[config.mk]
export PLATFORM = sky130hd
export DESIGN_NAME = calc_core
export DESIGN_NICKNAME = d
export VERILOG_FILES = /design/src/rtl/calc_core.sv
export SDC_FILE = /design/constraint.sdc
export NUM_CORES = 1
export LEC_CHECK = 0
export CELL_PAD_IN_SITES_DETAIL_PLACEMENT = 2
export CELL_PAD_IN_SITES_GLOBAL_PLACEMENT = 2
export CORE_MARGIN = 4
export CORE_UTILIZATION = 36
export DETAILED_ROUTE_END_ITERATION = 6
export GPL_TIMING_DRIVEN = 0
export PLACE_DENSITY = 0.83
export SYNTH_ARGS = -nofsm -noshare
export SYNTH_HDL_FRONTEND = slang
export SYNTH_SLANG_ARGS = --single-unit
[constraint.sdc]
create_clock -name clk -period 2.9 [get_ports clk]
set_clock_uncertainty 0.05 [all_clocks]
set_input_delay 0.58 -clock clk [delete_from_list [all_inputs] [get_ports clk]]
set_output_delay 0.58 -clock clk [all_outputs]
set_load 0.005 [all_outputs]
[src/rtl/calc_core.sv]
// calc_core: arithmetic execution stage of the mini calculator.
// Add/sub finish in one EXEC cycle. Mul (shift-add) and div (restoring) iterate
// WIDTH steps in ITER. Define CALC_DIV_EN to build the divider. Without it,
// every divide completes as an error with add/sub timing.
module calc_core #(
    parameter int unsigned WIDTH = 8
) (
    input  logic                 clk,
    input  logic                 rst,
    input  logic [3:0]           btn_i,
    input  logic [WIDTH-1:0]     a_i,
    input  logic [WIDTH-1:0]     b_i,
    output logic [2*WIDTH-1:0]   result_o,
    output logic                 neg_o,
    output logic                 err_o,
    output logic                 busy_o,
    output logic                 done_o
);

    localparam int unsigned W2 = 2 * WIDTH;
    localparam int unsigned CW = $clog2(WIDTH + 1);

    typedef enum logic [1:0] {IDLE, EXEC, ITER, DONE} state_e;
    typedef enum logic [1:0] {OP_ADD, OP_SUB, OP_MUL, OP_DIV} op_e;

    state_e             state_q, state_d;
    op_e                op_q, op_d, op_c;
    logic [3:0]         btn_q, btn_d;
    logic [WIDTH-1:0]   a_q, a_d, b_q, b_d;
    logic [W2-1:0]      acc_q, acc_d;
    logic [CW-1:0]      cnt_q, cnt_d;
    logic [W2-1:0]      result_q, result_d;
    logic               neg_q, neg_d, err_q, err_d, busy_q, busy_d, done_q, done_d;
    logic               event_c;
    logic [WIDTH:0]     mul_sum_c;
    logic [W2-1:0]      mul_step_c, step_c;

    // A new press or a direct operator change; priority bit3 > bit2 > bit1 > bit0.
    always_comb begin
        event_c = (btn_i != 4'b0000) && (btn_i != btn_q);
        op_c    = OP_DIV;
        if (btn_i[3])      op_c = OP_ADD;
        else if (btn_i[2]) op_c = OP_SUB;
        else if (btn_i[1]) op_c = OP_MUL;
    end

    // One shift-add step: {hi, multiplier} with hi += A when the multiplier LSB is set.
    always_comb begin
        mul_sum_c  = {1'b0, acc_q[W2-1:WIDTH]} + (acc_q[0] ? {1'b0, a_q} : (WIDTH+1)'(0));
        mul_step_c = {mul_sum_c, acc_q[WIDTH-1:1]};
    end

`ifdef CALC_DIV_EN
    logic [WIDTH:0]     div_shift_c, div_diff_c;
    logic [W2-1:0]      div_step_c;

    // One restoring step on {remainder, quotient}: shift left, trial subtract B.
    always_comb begin
        div_shift_c = {acc_q[W2-1:WIDTH], acc_q[WIDTH-1]};
        div_diff_c  = div_shift_c - {1'b0, b_q};
        if (!div_diff_c[WIDTH])
            div_step_c = {div_diff_c[WIDTH-1:0], acc_q[WIDTH-2:0], 1'b1};
        else
            div_step_c = {div_shift_c[WIDTH-1:0], acc_q[WIDTH-2:0], 1'b0};
    end

    // Select the iterative step matching the latched operator.
    always_comb step_c = (op_q == OP_MUL) ? mul_step_c : div_step_c;
`else
    // Only the multiplier iterates when the divider is not built.
    always_comb step_c = mul_step_c;
`endif

    // Next-state and output logic.
    always_comb begin
        state_d  = state_q;
        op_d     = op_q;
        btn_d    = btn_i;
        a_d      = a_q;
        b_d      = b_q;
        acc_d    = acc_q;
        cnt_d    = cnt_q;
        result_d = result_q;
        neg_d    = neg_q;
        err_d    = err_q;
        done_d   = 1'b0;
        unique case (state_q)
            IDLE: begin
                if (event_c) begin
                    a_d   = a_i;
                    b_d   = b_i;
                    op_d  = op_c;
                    cnt_d = CW'(WIDTH);
                    unique case (op_c)
                        OP_MUL: begin
                            acc_d   = W2'(b_i);
                            state_d = ITER;
                        end
`ifdef CALC_DIV_EN
                        OP_DIV: begin
                            if (b_i == '0) begin
                                state_d = EXEC;
                            end else begin
                                acc_d   = W2'(a_i);
                                state_d = ITER;
                            end
                        end
`endif
                        default: state_d = EXEC;
                    endcase
                end
            end
            EXEC: begin
                neg_d   = 1'b0;
                err_d   = 1'b0;
                state_d = DONE;
                unique case (op_q)
                    OP_ADD: result_d = W2'(a_q) + W2'(b_q);
                    OP_SUB: begin
                        if (a_q >= b_q) begin
                            result_d = W2'(a_q - b_q);
                        end else begin
                            result_d = W2'(b_q - a_q);
                            neg_d    = 1'b1;
                        end
                    end
                    default: begin
                        result_d = '0;
                        err_d    = 1'b1;
                    end
                endcase
            end
            ITER: begin
                acc_d = step_c;
                cnt_d = cnt_q - CW'(1);
                if (cnt_q == CW'(1)) begin
                    result_d = step_c;
                    neg_d    = 1'b0;
                    err_d    = 1'b0;
                    state_d  = DONE;
                end
            end
            DONE: begin
                done_d  = 1'b1;
                state_d = IDLE;
            end
            default: state_d = IDLE;
        endcase
        busy_d = (state_d == ITER) || (state_d == DONE);
    end

    // State and output registers; reset aborts any operation in flight.
    always_ff @(posedge clk or negedge rst) begin
        if (!rst) begin
            state_q  <= IDLE;
            op_q     <= OP_ADD;
            btn_q    <= '0;
            a_q      <= '0;
            b_q      <= '0;
            acc_q    <= '0;
            cnt_q    <= '0;
            result_q <= '0;
            neg_q    <= 1'b0;
            err_q    <= 1'b0;
            busy_q   <= 1'b0;
            done_q   <= 1'b0;
        end else begin
            state_q  <= state_d;
            op_q     <= op_d;
            btn_q    <= btn_d;
            a_q      <= a_d;
            b_q      <= b_d;
            acc_q    <= acc_d;
            cnt_q    <= cnt_d;
            result_q <= result_d;
            neg_q    <= neg_d;
            err_q    <= err_d;
            busy_q   <= busy_d;
            done_q   <= done_d;
        end
    end

    assign result_o = result_q;
    assign neg_o    = neg_q;
    assign err_o    = err_q;
    assign busy_o   = busy_q;
    assign done_o   = done_q;

endmodule
# Yosys cells after proc, flatten, opt, wreduce, memory -nomap -nowiden
# Cells that the tools add are included.
# totals
latch_bits,0
mem_bits_rw,0
input_bits,22
ff_bits,64
memories,0
word_cells,66
romBits,0
# classes
n_shift,0
eq_ne,12
add_sub_neg,5
magnitude_cmp,1
muxes,24
reduce_logical,12
n_mul,0
bitwise_logic,0
div_mod_pow,0
# ops
cell,count
$pmux 16 s2,3
$mux 16,4
$add 8x8->9,2
$sub 8x8->9,2
$eq 2x2->1 const B,5
$mux 2,5
$ge 8x8->1,1
$mux 8,1
$pmux 2 s4,1
$pmux 4 s2,1
$mux 1,6
$reduce_and 2->1,3
$eq 2x1->1 const B,2
$eq 4x1->1 const B,1
$logic_not 2->1,2
$mux 4,1
$ne 2x2->1 const B,2
$ne 4x4->1,1
$pmux 1 s2,2
$reduce_bool 2->1,2
$reduce_bool 4->1,1
$sub 4x1->4 const B,1
$reduce_and 3->1,1
$ne 2x1->1 const B,1
other kinds (3),3

# Depth between registers and ports, before layout
# depth
word_depth,9
ltp_mapped,11
mapped_depth_nobuf,11

# Least setup slack after synthesis
# OpenSTA, ideal clock, no wires.
# synth_path
kind,reg-to-reg
from,register a_q[0]
to,register result_q[15] (netlist: result_o[15])
t_arrival_ns,2.115
path_buffers,0
slack_ns,0.658
stages_incl_launch_ff,11
setup_time_ns,0.077
cell_sequence,dfrtp_1 > inv_1 > ha_1 > inv_1 > fa_1 > a31o_2 > a21oi_2 > and3_4 > a211oi_4 > or3_1 > a21oi_1
# synth_via
elab_chain_cells,4
word_cells_on_any_way,9
classes_between,add/sub: 3; order compare: 1; mux: 5
# synth_lines
item,line_no,text
from (decl),29,"logic [WIDTH-1:0] a_q, a_d, b_q, b_d;"
from (signal assigned),158,a_q <= '0;
from (signal assigned),171,a_q <= a_d;
"$sub 8x8->9, or another cell as far along",123,result_d = W2'(b_q - a_q);
$mux 16 / $add 8x8->9 (equally long branches),"120, 49",
$pmux 16 s2 / $mux 16 (equally long branches),"117, 136",
$pmux 16 s2 (*),87,unique case (state_q)
to (signal assigned),175,result_q <= result_d;
to (decl),32,"logic [W2-1:0] result_q, result_d;"
# Mark *: on every way between the ends. The rest lies on a longest branch, timed or not. The select of a mux whose other input is x is not followed.
# A chain may end at the register's enable or synchronous reset.

# Worst setup path in the final report
# layout_path
from,input btn_i[2]
to,register a_q[2]
# layout_via
elab_chain_cells,3
word_cells_on_any_way,4
classes_between,eq/ne: 1; reduce/logical: 3
# layout_lines
item,line_no,text
from (decl),10,"input logic [3:0] btn_i,"
$ne 4x4->1 / $reduce_bool 4->1 (equally long branches),40,event_c = (btn_i != 4'b0000) && (btn_i != btn_q);
$logic_and 1x1->1 (*),40,
$reduce_and 2->1 (no source line) (*),-,
# Mark *: on every way between the ends. The rest lies on a longest branch, timed or not.

==> flow_summary.toml <==
[layout]
layout-drive-gt1-share_pct = 9.94
seqCellArea_mm2 = 0.00160
layout.cells.most_common = "dfrtp_1"
num-fill-cells = 1251
stdcell_count = 666
fin_nets = 582
syn_to_final_growth_pct = 21.9
final_cell_mix = "64 x dfrtp_1, 40 x clkdlybuf4s50_1, 39 x nand2_1, 38 x a21oi_1, 38 x ha_1"
design_area_mm2 = 0.00528
multi_input_area_mm2 = 0.00250
n_antenna_cell = 0
postLayoutCoreUtil_pct = 45.5

[power_and_ir_drop]
ir_drop_uv = 443
finalPower_mw = 7.84
p_per_area_mw_per_mm2 = 1480
p_leak_nw = 2.36

[grt]
grt_max_degree = 65
grtUsageTotal_pct = 22.1
grt_pass1_vias = 4284
grt_pass1_wl_mm = 24.2
overflow = 0
antenna_found_initial = 0

[route]
drtPass1Iterations = 4
drc_errors = 0
drtAntennaViolNets = 0
num_vias = 3786
drt_iter0_drc = 161
finalWirelength_mm = 14.9
drt-vias-per-instance = 5.68
wl_per_cell_um = 22.3

[setup_path]
r2r_cells = 10
critPathCaptureType = "register"
crit_type = "in -> reg"
required_ps = 3060
max_stage_delay_ps = 510
crit_arrival_ps = 2880
cp_top_family = "buffers and inverters"
path_max_fanout = 10
path_cells = "clkdlybuf4s50_1 > xnor2_1 > nand4_1 > a22o_1 > nand2_2 > clkbuf_4 > mux2_1"
critPathSlowestCell = "clkdlybuf4s50_1"
start_kind = "input port"
cp.depth = 7
path_buf_inv = 2

[floorplan]
die_x_um = 118
dieArea_mm2 = 0.0139
die_y_um = 118
start_util_pct = 37.3
ios = 42
rows = 39
core_mm2 = 0.0116

[synthesis]
ys_ff_latch = 64
synth-main-ff-cell = "dfrtp_1"
syn_inst = 466
synthDistinctLibCells = 61
synth_nets = 530
async_flop_share_pct = 100
synth_area_per_cell_um2 = 9.30
ys_seq_area_share_pct = 37.0
synth_top_area_cell = "dfrtp_1"
synth_top_area_share_pct = 37.0
synth_edf_count = 0
ys.warnings.count = 0
synth.top_cells.by_area = "dfrtp_1 37%, ha_1 11%, a21oi_1 4.4%"
syn_area_mm2 = 0.00433

[timing]
hold_ws_ps = 310
slew-limit-headroom_pct = 43.4
rsz0062_at_grt = "no"
fmaxAchievable_ghz = 0.367
fin_crit_sh_pct = 93.9
worst_slew_pin_slew_ps = 848
hold_viol = 0
slew_violations = 0
setup_viol = 0
period_minus_slack_ps = 2720
tns_ps = 0
final.setup.worst_slack_ps = 177

[min_path]
hp-class = "in -> async"

[clocking]
cts_tree = "yes"
cts_sinks = 64
clkSlewWorstSetupHoldPaths_ps = 50
h-tree-depth = 3
cts_buffer_depth = 2
hold_buffers = 0
clock_latency_ps = 330
cts_inserted_buffers = 9
postCtsResizedCells = 0
post-cts-setup-buffer-count = 0
root_buffer = "clkbuf_16"

[status]
outcome = "complete, no violations"

[placement]
placed_area_mm2 = 0.00492
pre_cts_slack_ps = -184
dp.cells = 650
dp_hpwl_mm = 11.0
io_buffer_count = 41
gp_congestion = 0.851

[flow_run]
max_cap_viol_count = 0
cell families (layout without fill, tap and decap cells):
group | Yosys count | in the layout | share of synthesized area [%]
AO/OA/AOI/OAI | 130 | 130 | 18.9
multiplexers | 30 | 30 | 7.45
buffers and inverters | 52 | 109 | 5.25
AND/OR/NAND/NOR | 130 | 130 | 15.0
adder cells (fa/ha/maj) | 42 | 42 | 12.8
XOR/XNOR | 18 | 18 | 3.64
flip-flops | 64 | 64 | 37.0
power by group:
group          leakage (nW)  internal [mW]  switching [mW]  total (mW)
registers             0.783           1.30           0.454        1.76
logic                  1.40           1.97            2.82        4.79
clock network         0.172          0.885           0.409        1.29
total                  2.36           4.16            3.68        7.84
Yosys cell counts, types with 3 or more instances:
cell type	n
and2_1	7
a21o_1	11
nand3_1	9
or3_1	6
o21ai_0	35
nand2b_1	7
xor2_1	6
mux2i_1	12
nor2b_1	5
nand2_1	39
inv_1	32
buf_2	5
and3_1	3
a31oi_1	6
o21ai_1	3
buf_4	3
o22ai_1	4
o21bai_1	3
nor2_1	29
nor3_1	12
xnor2_1	12
clkbuf_1	9
dfrtp_1	64
ha_1	38
mux2_1	8
a21oi_1	38
fa_1	4
a22o_1	3
mux2_2	10
a211oi_1	3
sequential cells by signal, indices dropped and copies added, names as in the netlist:
name / cells
err_o: 1
done_o: 1
state_q: 2
a_q: 8
busy_o: 1
result_o: 16
btn_q: 4
neg_o: 1
op_q: 2
acc_q: 16
b_q: 8
cnt_q: 4
routing by layer:
metal | GRT usage (%) | part of all wire [%] | up-vias
met5 | 0 | 0 | -
met4 | 5.13 | 1.2 | 0
met3 | 4.18 | 2.9 | 17
met2 | 39.5 | 52 | 62
met1 | 27.4 | 44 | 1969
li1 | - | - | 1738
final timing paths:
check	startpoint	endpoint	slack (ps)
worst max-delay path	btn_i[2]	a_q[2]$_DFFE_PN0P_	180
worst min-delay path	rst	cnt_q[0]$_DFFE_PN0P_	310
worst max register to register	a_q[5]$_DFFE_PN0P_	result_o[15]$_DFFE_PN0P_	200
worst min register to register	acc_q[14]$_DFFE_PN0P_	acc_q[14]$_DFFE_PN0P_	460
max in group asynchronous	rst	a_q[1]$_DFFE_PN0P_	1940
min in group clk	acc_q[14]$_DFFE_PN0P_	acc_q[14]$_DFFE_PN0P_	460
cell type report:
cell class | instances | share of cell area [%]
Clock inverter | 5 | 1.94
Multi-Input combinational cell | 350 | 47.4
Sequential cell | 64 | 30.3
Clock buffer | 11 | 4.79
Timing Repair Buffer | 41 | 7.72
Inverter | 32 | 2.27
Tap cell | 143 | 3.39
Buffer | 20 | 2.13
Power figures use the tool's default switching activity.
